[config.mk]
export PLATFORM = sky130hd
export DESIGN_NAME = uart_tx_fifo
export DESIGN_NICKNAME = d
export VERILOG_FILES = /design/src/rtl/uart_tx_fifo.sv
export SDC_FILE = /design/constraint.sdc
export NUM_CORES = 1
export LEC_CHECK = 0
export ABC_CLOCK_PERIOD_IN_PS = 2990
export CORE_MARGIN = 2
export CORE_UTILIZATION = 57
export CTS_CLUSTER_DIAMETER = 200
export DETAILED_ROUTE_END_ITERATION = 10
export GPL_TIMING_DRIVEN = 1
export PLACE_DENSITY = 0.85
export SLEW_MARGIN = 20
export SYNTH_ARGS = -nofsm -noshare
export SYNTH_HDL_FRONTEND = slang
export SYNTH_SLANG_ARGS = --single-unit
[constraint.sdc]
create_clock -name i_clk -period 2.99 [get_ports i_clk]
set_clock_uncertainty 0.05 [all_clocks]
set_input_delay 0.299 -clock i_clk [delete_from_list [all_inputs] [get_ports i_clk]]
set_output_delay 0.299 -clock i_clk [all_outputs]
set_load 0.03 [all_outputs]
[src/rtl/uart_tx_fifo.sv]
// uart_tx_fifo: 8N1 UART transmitter fed by a small byte FIFO.
//
// Bytes pushed over a valid/ready handshake are serialised LSB-first onto an
// idle-high line. Queued bytes are sent back-to-back with no idle gap between
// frames: the stop bit of one frame runs straight into the start bit of the next.
//
// Optional build macro UART_TX_PARITY_EN: when defined, an even-parity bit
// (XOR of the 8 data bits) is inserted between the data and stop bits (8E1).
// When undefined, the frame is plain 8N1 and no parity logic exists.
//
// Parameters:
//   CLK_FREQ    system clock frequency in Hz
//   BAUD        line rate in bits/s; CLK_FREQ / BAUD must be in 2..65535
//   FIFO_DEPTH  input FIFO entries; power of two, minimum 2
//
// Ports:
//   i_clk       system clock, rising edge
//   i_rst       synchronous active-high reset
//   i_tx_data   byte offered by the producer
//   i_tx_valid  producer offers i_tx_data this cycle
//   o_tx_ready  FIFO not full; a byte is taken when valid && ready
//   o_tx_out    registered serial line, idle high
//   o_tx_busy   FSM not idle or FIFO not empty

module uart_tx_fifo #(
  parameter int unsigned CLK_FREQ   = 25_000_000,
  parameter int unsigned BAUD       = 115200,
  parameter int unsigned FIFO_DEPTH = 4
) (
  input  logic       i_clk,
  input  logic       i_rst,
  input  logic [7:0] i_tx_data,
  input  logic       i_tx_valid,
  output logic       o_tx_ready,
  output logic       o_tx_out,
  output logic       o_tx_busy
);

  localparam int unsigned ClksPerBit = CLK_FREQ / BAUD;
  localparam logic [15:0] CntMax     = 16'(ClksPerBit - 1);
  localparam int unsigned AddrW      = $clog2(FIFO_DEPTH);
  localparam logic [AddrW:0] PtrOne  = (AddrW + 1)'(1);

  typedef enum logic [2:0] {
    StIdle   = 3'd0,
    StStart  = 3'd1,
    StData   = 3'd2,
`ifdef UART_TX_PARITY_EN
    StParity = 3'd3,
`endif
    StStop   = 3'd4
  } state_e;

  // ---------------------------------------------------------------------------
  // Input FIFO. Pointers carry one extra wrap bit to tell full from empty.
  // ---------------------------------------------------------------------------
  logic [7:0]     mem_q [FIFO_DEPTH];
  logic [AddrW:0] wr_ptr_q, wr_ptr_d;
  logic [AddrW:0] rd_ptr_q, rd_ptr_d;
  logic           fifo_full, fifo_empty;
  logic           push, pop;
  logic [7:0]     head;

  assign fifo_empty = (wr_ptr_q == rd_ptr_q);
  assign fifo_full  = (wr_ptr_q[AddrW] != rd_ptr_q[AddrW]) &&
                      (wr_ptr_q[AddrW-1:0] == rd_ptr_q[AddrW-1:0]);
  // Ready reflects current fullness only; a same-cycle pop does not open a slot.
  assign push       = i_tx_valid && !fifo_full;
  assign head       = mem_q[rd_ptr_q[AddrW-1:0]];

  always_comb begin
    wr_ptr_d = wr_ptr_q;
    rd_ptr_d = rd_ptr_q;
    if (push) wr_ptr_d = wr_ptr_q + PtrOne;
    if (pop)  rd_ptr_d = rd_ptr_q + PtrOne;
  end

  always_ff @(posedge i_clk) begin
    if (push) mem_q[wr_ptr_q[AddrW-1:0]] <= i_tx_data;
  end

  // ---------------------------------------------------------------------------
  // Transmit FSM
  // ---------------------------------------------------------------------------
  state_e      state_q, state_d;
  logic [15:0] cnt_q, cnt_d;
  logic [2:0]  idx_q, idx_d;
  logic [7:0]  shift_q, shift_d;
  logic        tx_q, tx_d;
  logic        cnt_done;
`ifdef UART_TX_PARITY_EN
  logic        parity_q, parity_d;
`endif

  assign cnt_done = (cnt_q == CntMax);

  // tx_d is the line level for the state being entered, so the output flop
  // changes on the same edge as the state register.
  always_comb begin
    state_d = state_q;
    cnt_d   = cnt_q;
    idx_d   = idx_q;
    shift_d = shift_q;
    tx_d    = tx_q;
    pop     = 1'b0;

    case (state_q)
      StIdle: begin
        tx_d = 1'b1;
        if (!fifo_empty) begin
          pop     = 1'b1;
          shift_d = head;
          cnt_d   = 16'd0;
          state_d = StStart;
          tx_d    = 1'b0;
        end
      end

      StStart: begin
        tx_d = 1'b0;
        if (cnt_done) begin
          cnt_d   = 16'd0;
          idx_d   = 3'd0;
          state_d = StData;
          tx_d    = shift_q[0];
        end else begin
          cnt_d = cnt_q + 16'd1;
        end
      end

      StData: begin
        tx_d = shift_q[0];
        if (cnt_done) begin
          cnt_d = 16'd0;
          if (idx_q == 3'd7) begin
`ifdef UART_TX_PARITY_EN
            state_d = StParity;
            tx_d    = parity_q;
`else
            state_d = StStop;
            tx_d    = 1'b1;
`endif
          end else begin
            shift_d = {1'b0, shift_q[7:1]};
            idx_d   = idx_q + 3'd1;
            tx_d    = shift_q[1];
          end
        end else begin
          cnt_d = cnt_q + 16'd1;
        end
      end

`ifdef UART_TX_PARITY_EN
      StParity: begin
        tx_d = parity_q;
        if (cnt_done) begin
          cnt_d   = 16'd0;
          state_d = StStop;
          tx_d    = 1'b1;
        end else begin
          cnt_d = cnt_q + 16'd1;
        end
      end
`endif

      StStop: begin
        tx_d = 1'b1;
        if (cnt_done) begin
          cnt_d = 16'd0;
          // Chain straight into the next frame when more data is queued.
          if (!fifo_empty) begin
            pop     = 1'b1;
            shift_d = head;
            state_d = StStart;
            tx_d    = 1'b0;
          end else begin
            state_d = StIdle;
          end
        end else begin
          cnt_d = cnt_q + 16'd1;
        end
      end

      default: begin
        state_d = StIdle;
        cnt_d   = 16'd0;
        idx_d   = 3'd0;
        tx_d    = 1'b1;
      end
    endcase
  end

`ifdef UART_TX_PARITY_EN
  // Parity is latched at pop time because the shift register is consumed.
  always_comb begin
    parity_d = parity_q;
    if (pop) parity_d = ^head;
  end
`endif

  always_ff @(posedge i_clk) begin
    if (i_rst) begin
      state_q  <= StIdle;
      cnt_q    <= 16'd0;
      idx_q    <= 3'd0;
      shift_q  <= 8'd0;
      tx_q     <= 1'b1;
      wr_ptr_q <= '0;
      rd_ptr_q <= '0;
`ifdef UART_TX_PARITY_EN
      parity_q <= 1'b0;
`endif
    end else begin
      state_q  <= state_d;
      cnt_q    <= cnt_d;
      idx_q    <= idx_d;
      shift_q  <= shift_d;
      tx_q     <= tx_d;
      wr_ptr_q <= wr_ptr_d;
      rd_ptr_q <= rd_ptr_d;
`ifdef UART_TX_PARITY_EN
      parity_q <= parity_d;
`endif
    end
  end

  assign o_tx_ready = !fifo_full;
  assign o_tx_out   = tx_q;
  assign o_tx_busy  = (state_q != StIdle) || !fifo_empty;

endmodule

* Yosys cells after proc, flatten, opt, wreduce, memory -nomap -nowiden
Memories as Yosys holds them, arrays and structs flattened. A register that Yosys moved wholly into a read port is not among the register bits.
Index checks and enable logic that the tools add are counted.
** Cells by class
- Muxes and demuxes :: 32
- Bitwise gates (word level) :: 1
- Add/subtract/negate cells :: 4
- Equal/unequal tests :: 14
- Reductions and logical operators :: 13
** Operator list (number)
- $mux 16 :: 2
- $mux 8 :: 4
- $pmux 16 s2 :: 1
- $mux 3 :: 8
- $pmux 8 s3 :: 1
- $add 16x1->16 const B :: 1
- $eq 16x8->1 const B :: 1
- $ne 2x2->1 const B :: 6
- $pmux 3 s4 :: 1
- $mux 1 :: 10
- $add 3x1->3 const B :: 3
- $pmux 3 s3 :: 1
- $reduce_and 4->1 :: 2
- $eq 3x3->1 const B :: 2
- $reduce_bool 3->1 :: 2
- $reduce_and 5->1 :: 1
- $mux 2 :: 2
- $pmux 1 s4 :: 1
- $eq 3x1->1 const B :: 1
- $eq 3x2->1 const B :: 1
- $eq 3x3->1 :: 1
- $logic_not 3->1 :: 1
- $reduce_or 3->1 :: 1
- $eq 2x2->1 :: 1
- other kinds (7) :: 9
** Storage, ports and cells
- Memories :: 1
- RAM bits :: 32
- Word-level logic and storage cells :: 72
- Register bits after elaboration :: 37
** Memories
- mem_q :: words 4, width 8, read ports 1, clocked after Yosys merged registers in 1, write ports 1, RTL line 57 : logic [7:0] mem_q [FIFO_DEPTH];

* Depth between registers and ports, before layout
Gate-level depths: netlist of the first run.
- Depth in word-level cells :: 6
- Gate-level depth with buffers :: 8
- Mapped depth without buffers :: 7

* Least setup slack after synthesis of the first run
OpenSTA, ideal clock, no wires.
- Path type :: reg2reg
- Start :: register cnt_q[9]
- End :: register shift_q[5]
- Setup slack :: 822 ps
- Setup time :: 70 ps
- Clock period less this slack :: 2168 ps
- Required time :: 2870 ps
- Stages on the path, launching flop included :: 7
- Data arrival time :: 2047 ps
- Cells stage by stage :: dfxtp_1 or4_4 o41ai_4 a32oi_2 buf_6 or3_1 a21oi_1
** On the way
- Word-level cells in the longest chain between the ends :: 3
- Elaborated cells on any way between the ends :: 4
** RTL lines
- start: declaration :: RTL line 86 : logic [15:0] cnt_q, cnt_d;
- start signal: assignment :: RTL line 215 : cnt_q <= cnt_d;
- $eq 16x8->1 * :: RTL line 95 : assign cnt_done = (cnt_q == CntMax);
- $ne 2x2->1 (no line)
- $reduce_and 4->1 (no line) *
- end signal: assignment :: RTL line 217 : shift_q <= shift_d;
- end: declaration :: RTL line 88 : logic [7:0] shift_q, shift_d;
Mark *: on every way between the ends. The rest lies on a longest branch, timed or not.
A chain may end at the register's enable or synchronous reset.

* Final worst setup path of the first run
- Start :: register wr_ptr_q[1]
- End :: output o_tx_busy
** On the way
- Word-level cells in the longest chain between the ends :: 3
** RTL lines
- start: declaration :: RTL line 58 : logic [AddrW:0] wr_ptr_q, wr_ptr_d;
- start signal: assignment :: RTL line 219 : wr_ptr_q <= wr_ptr_d;
- $eq 3x3->1 :: RTL line 64 : assign fifo_empty = (wr_ptr_q == rd_ptr_q);
- $logic_not 1->1 :: RTL line 229 : assign o_tx_busy = (state_q != StIdle) || !fifo_empty;
- $logic_or 1x1->1 :: RTL line 229
- end: declaration :: RTL line 36 : output logic o_tx_busy
No other way between the ends.

==> out/results.tsv, run 1 <==
stage	metric	value	unit
place	port bufs	13	
drt	M1 WL	2.692	mm
critical_path	R2R depth	5	
place	Post-Place Cell Area	3447	um2
critical_path	Crit Path Max Fanout	10	
global_routing	largest net degree at the start of global routing	25	
critical_path	worst endpoint required time	2.64	ns
drt	vias per inst	5.944	
timing	Final WS setup	0.3468	ns
global_routing	vias in the first global route	2159	
logic_synthesis	Synth cell types	48	
critical_path	Setup crit end	o_tx_busy	
logic_synthesis	largest cells by area after synthesis	edfxtp_1 (29%), dfxtp_1 (24%), mux4_2 (5.5%), ha_1 (3.4%), nor2_1 (3.1%)	
critical_path	R2R Setup Slk	0.63	ns
cts	post-CTS setup buffers	0	
critical_path	CP Data Arrival Time	2.29	ns
global_routing	initial antenna violation count	0	
logic_synthesis	Seq cells post-synth	71	
place	GPL Wtd Cong	0.8269	
drt	Post-DRT Antenna Nets	0	
floorplan	Die Wd	79.77	um
timing	Final Critical Period	2.643	ns
place	pre-CTS setup slack	0.6636	ns
logic_synthesis	asr flop ratio synth	0	%
logic_synthesis	commonest cells in the netlist	dfxtp_1 (39), edfxtp_1 (32), nor2_1 (27), a21oi_1 (17)	
pwr	peak supply drop	458.0	uV
logic_synthesis	Post-synth EDFFs	32	
logic_synthesis	post-synth net total	309	
cts	H-tree levels	3	
cts	CTS tree	done	
drt	met3 WL	196	um
cts	clock buffer count from CTS	9	
floorplan	# IOs	14	
drt	routed length per instance	16.90	um
timing	Final Setup Violations	0	
critical_path	CP bufs+invs	1	
layout	Layout Cells excl Fill	376	
layout	layout cell share with drive strength beyond 1	12.17	%
timing	relative slew slack	60.21	%
critical_path	critical path startpoint	wr_ptr_q[1]	
cts	Clock transition at path regs	0.08	ns
layout	Multi-input gate area	1410	um2
min_path	HP Class	reg -> reg	
layout	design area	3674	um2
timing	Slew Viols, Final	0	
floorplan	row cnt	27	
layout	nets	319	
cts	post-CTS sizing	0	
drt	drt first pass iters	4	
logic_synthesis	register area share after synthesis	53.23	%
global_routing	first-pass GRT wire length	10.48	mm
pwr	pwr dens	781.0	nW/um2
timing	transition time of the tightest slew-check pin	0.5940	ns
critical_path	Worst R2R Start	cnt_q[9]	
timing	period utilisation layout	88.40	%
layout	Ant. Diodes	0	
critical_path	slowest stage cell, crit path	clkdlybuf4s50_1	
critical_path	kind of cell adding the most delay to the critical path	buffers and inverters	
cts	clk root buf	clkbuf_8	
layout	synthesis-to-finish area growth	12.28	%
logic_synthesis	Avg Cell Area, Syn	11.32	um2
pwr	Leakage	0.001292	uW
timing	final hold vios	0	
logic_synthesis	Syn. warnings	0	
logic_synthesis	Cells after Synth	289	
global_routing	gr usage total	22.41	%
logic_synthesis	ys flop type	dfxtp_1	
critical_path	worst-path cell chain	xnor2_1 -> nand4_1 -> clkdlybuf4s50_1	
drt	uppermost layer routed	met4	
floorplan	Die Ht	79.77	um
layout	Fill cells	437	
timing	TNS Setup	0	ns
status	status	completed	
drt	Vias	2235	
cts	worst-skew pair later-pin latency	0.35	ns
cts	CTS Sinks	71	
critical_path	Worst Setup Start Kind	register	
logic_synthesis	top-area cell type share of the netlist area	29.37	%
drt	Total Routed Length	6.353	mm
cts	hold buffers post-CTS	0	
drt	DR iter-0 viols	160	
floorplan	die area	6362	um2
place	dpl cells	360	
place	Final HPWL DP	4.252	mm
critical_path	Critical Path Stages	3	
floorplan	Core Footprint	5540	um2
cts	clock tree buffer depth	2	
timing	Fmax	0.3783	GHz
logic_synthesis	Mapped Area	3272	um2
global_routing	grt ovf	0	
job	Max-cap violations	0	
critical_path	Crit Path Class	reg -> out	
critical_path	max incr delay on CP	0.74	ns
drt	met2 wire len	3.314	mm
critical_path	Worst Setup End Kind	primary output	
layout	FF+latch area	1742	um2
floorplan	Starting Density	59.06	%
drt	drt drc	0	
timing	RSZ-0062 raised after global routing	false	
critical_path	Reg-to-Reg End	cnt_q[5]	
logic_synthesis	leading area contributor after synthesis	edfxtp_1	
logic_synthesis	most common cell in the netlist	dfxtp_1	
sequential cells by signal (all words and copies together), names as in the netlist, named ones only:
name      flops
mem_q        32
cnt_q        16
shift_q       8
idx_q         3
rd_ptr_q      3
state_q       3
wr_ptr_q      3
o_tx_out      1
cells in the final DEF (no fill, tap or decap), types with 3 or more instances in the layout:
cell             synthesis  routed
nor2b_1                  3       3
ha_1                     9       9
o21ai_0                 14      14
inv_6                    0       3
xor2_1                  10      10
mux4_2                   8       8
inv_1                   10      10
clkdlybuf4s50_1          0      13
nand3_1                  5       5
nor2_1                  27      27
nand4_1                 11      11
and3_1                   4       4
a211oi_1                 4       4
edfxtp_1                32      32
buf_4                    0       5
nand3b_1                 3       3
xnor2_1                  8       8
nand2_1                 12      12
a21oi_1                 17      17
or3_1                    7       7
dfxtp_1                 39      39
and4_1                   3       3
and2_1                   5       5
a31oi_1                  5       5
clkbuf_8                 0       9
mux2i_1                  8       8
report_power, final:
| part | internal, uW | total [uW] | switching (uW) |
|---|---|---|---|
| Sequential | 1130 | 1230 | 100 |
| Clock | 479 | 863 | 384 |
| Combinational | 327 | 776 | 449 |
layout make-up:
type	instances	area share [%]
flip-flops and latches	71	47.41
multi-input cells	189	38.39
repair buffers	18	4.564
clock buffers	9	3.372
clock inverters	7	2.793
well taps	72	2.452
inverters	10	1.022
cell families (layout without fill, tap and decap cells):
group / Yosys count / in the layout / share of synthesized area [%]
AOI/OAI and AO/OA: 52 / 52 / 10.40
buffers and inverters: 29 / 44 / 3.671
adders and majority gates: 9 / 9 / 3.442
muxes: 17 / 17 / 8.298
DFF: 71 / 71 / 53.23
and+or+nand+nor: 93 / 93 / 16.14
xor gates and xnor gates: 18 / 18 / 4.818
through the flow:
step                hold slack (ns)  total power [uW]  utilization, %
global route                 0.4490              3026           66.31
detailed placement           0.4210              2019           62.22
floorplan                    0.3479              1821               -
CTS                          0.4314              2884           66.31
finish                       0.4283              2869           66.31
global placement             0.4067              1983           62.22
worst min path at each step:
stage | start | endpoint | depth (start not counted)
after global placement | idx_q[0] | idx_q[0] | 1
after detailed placement | idx_q[0] | idx_q[0] | 1
final | shift_q[2] | shift_q[2] | 2
after CTS | shift_q[2] | shift_q[2] | 2
after global routing | shift_q[4] | shift_q[4] | 2
after floorplan | i_tx_data[0] | mem_q[0][0] | 0
tightest hold or removal path: stages, from the launching register on:
cell     delay, ns
dfxtp_1       0.31
o21ai_0       0.07
a21oi_1       0.06
metal layers:
| metal | vias up | GRT usage, % |
|---|---|---|
| met1 | 1094 | 26.50 |
| li1 | 1080 | - |
| met3 | 15 | 4.864 |
| met5 | - | 0 |
| met2 | 46 | 37.31 |
| met4 | 0 | 13.56 |
(Power assumes the default switching activity.)
==> inputs of run 2 (changes only) <==
CAP_MARGIN = 40   (was not set)
CTS_BUF_LIST = sky130_fd_sc_hd__clkbuf_4 sky130_fd_sc_hd__clkbuf_8 sky130_fd_sc_hd__clkbuf_16   (was not set)
==> results of run 2 <==
No change in the layout: final DEF, timing and power equal those of run 1.
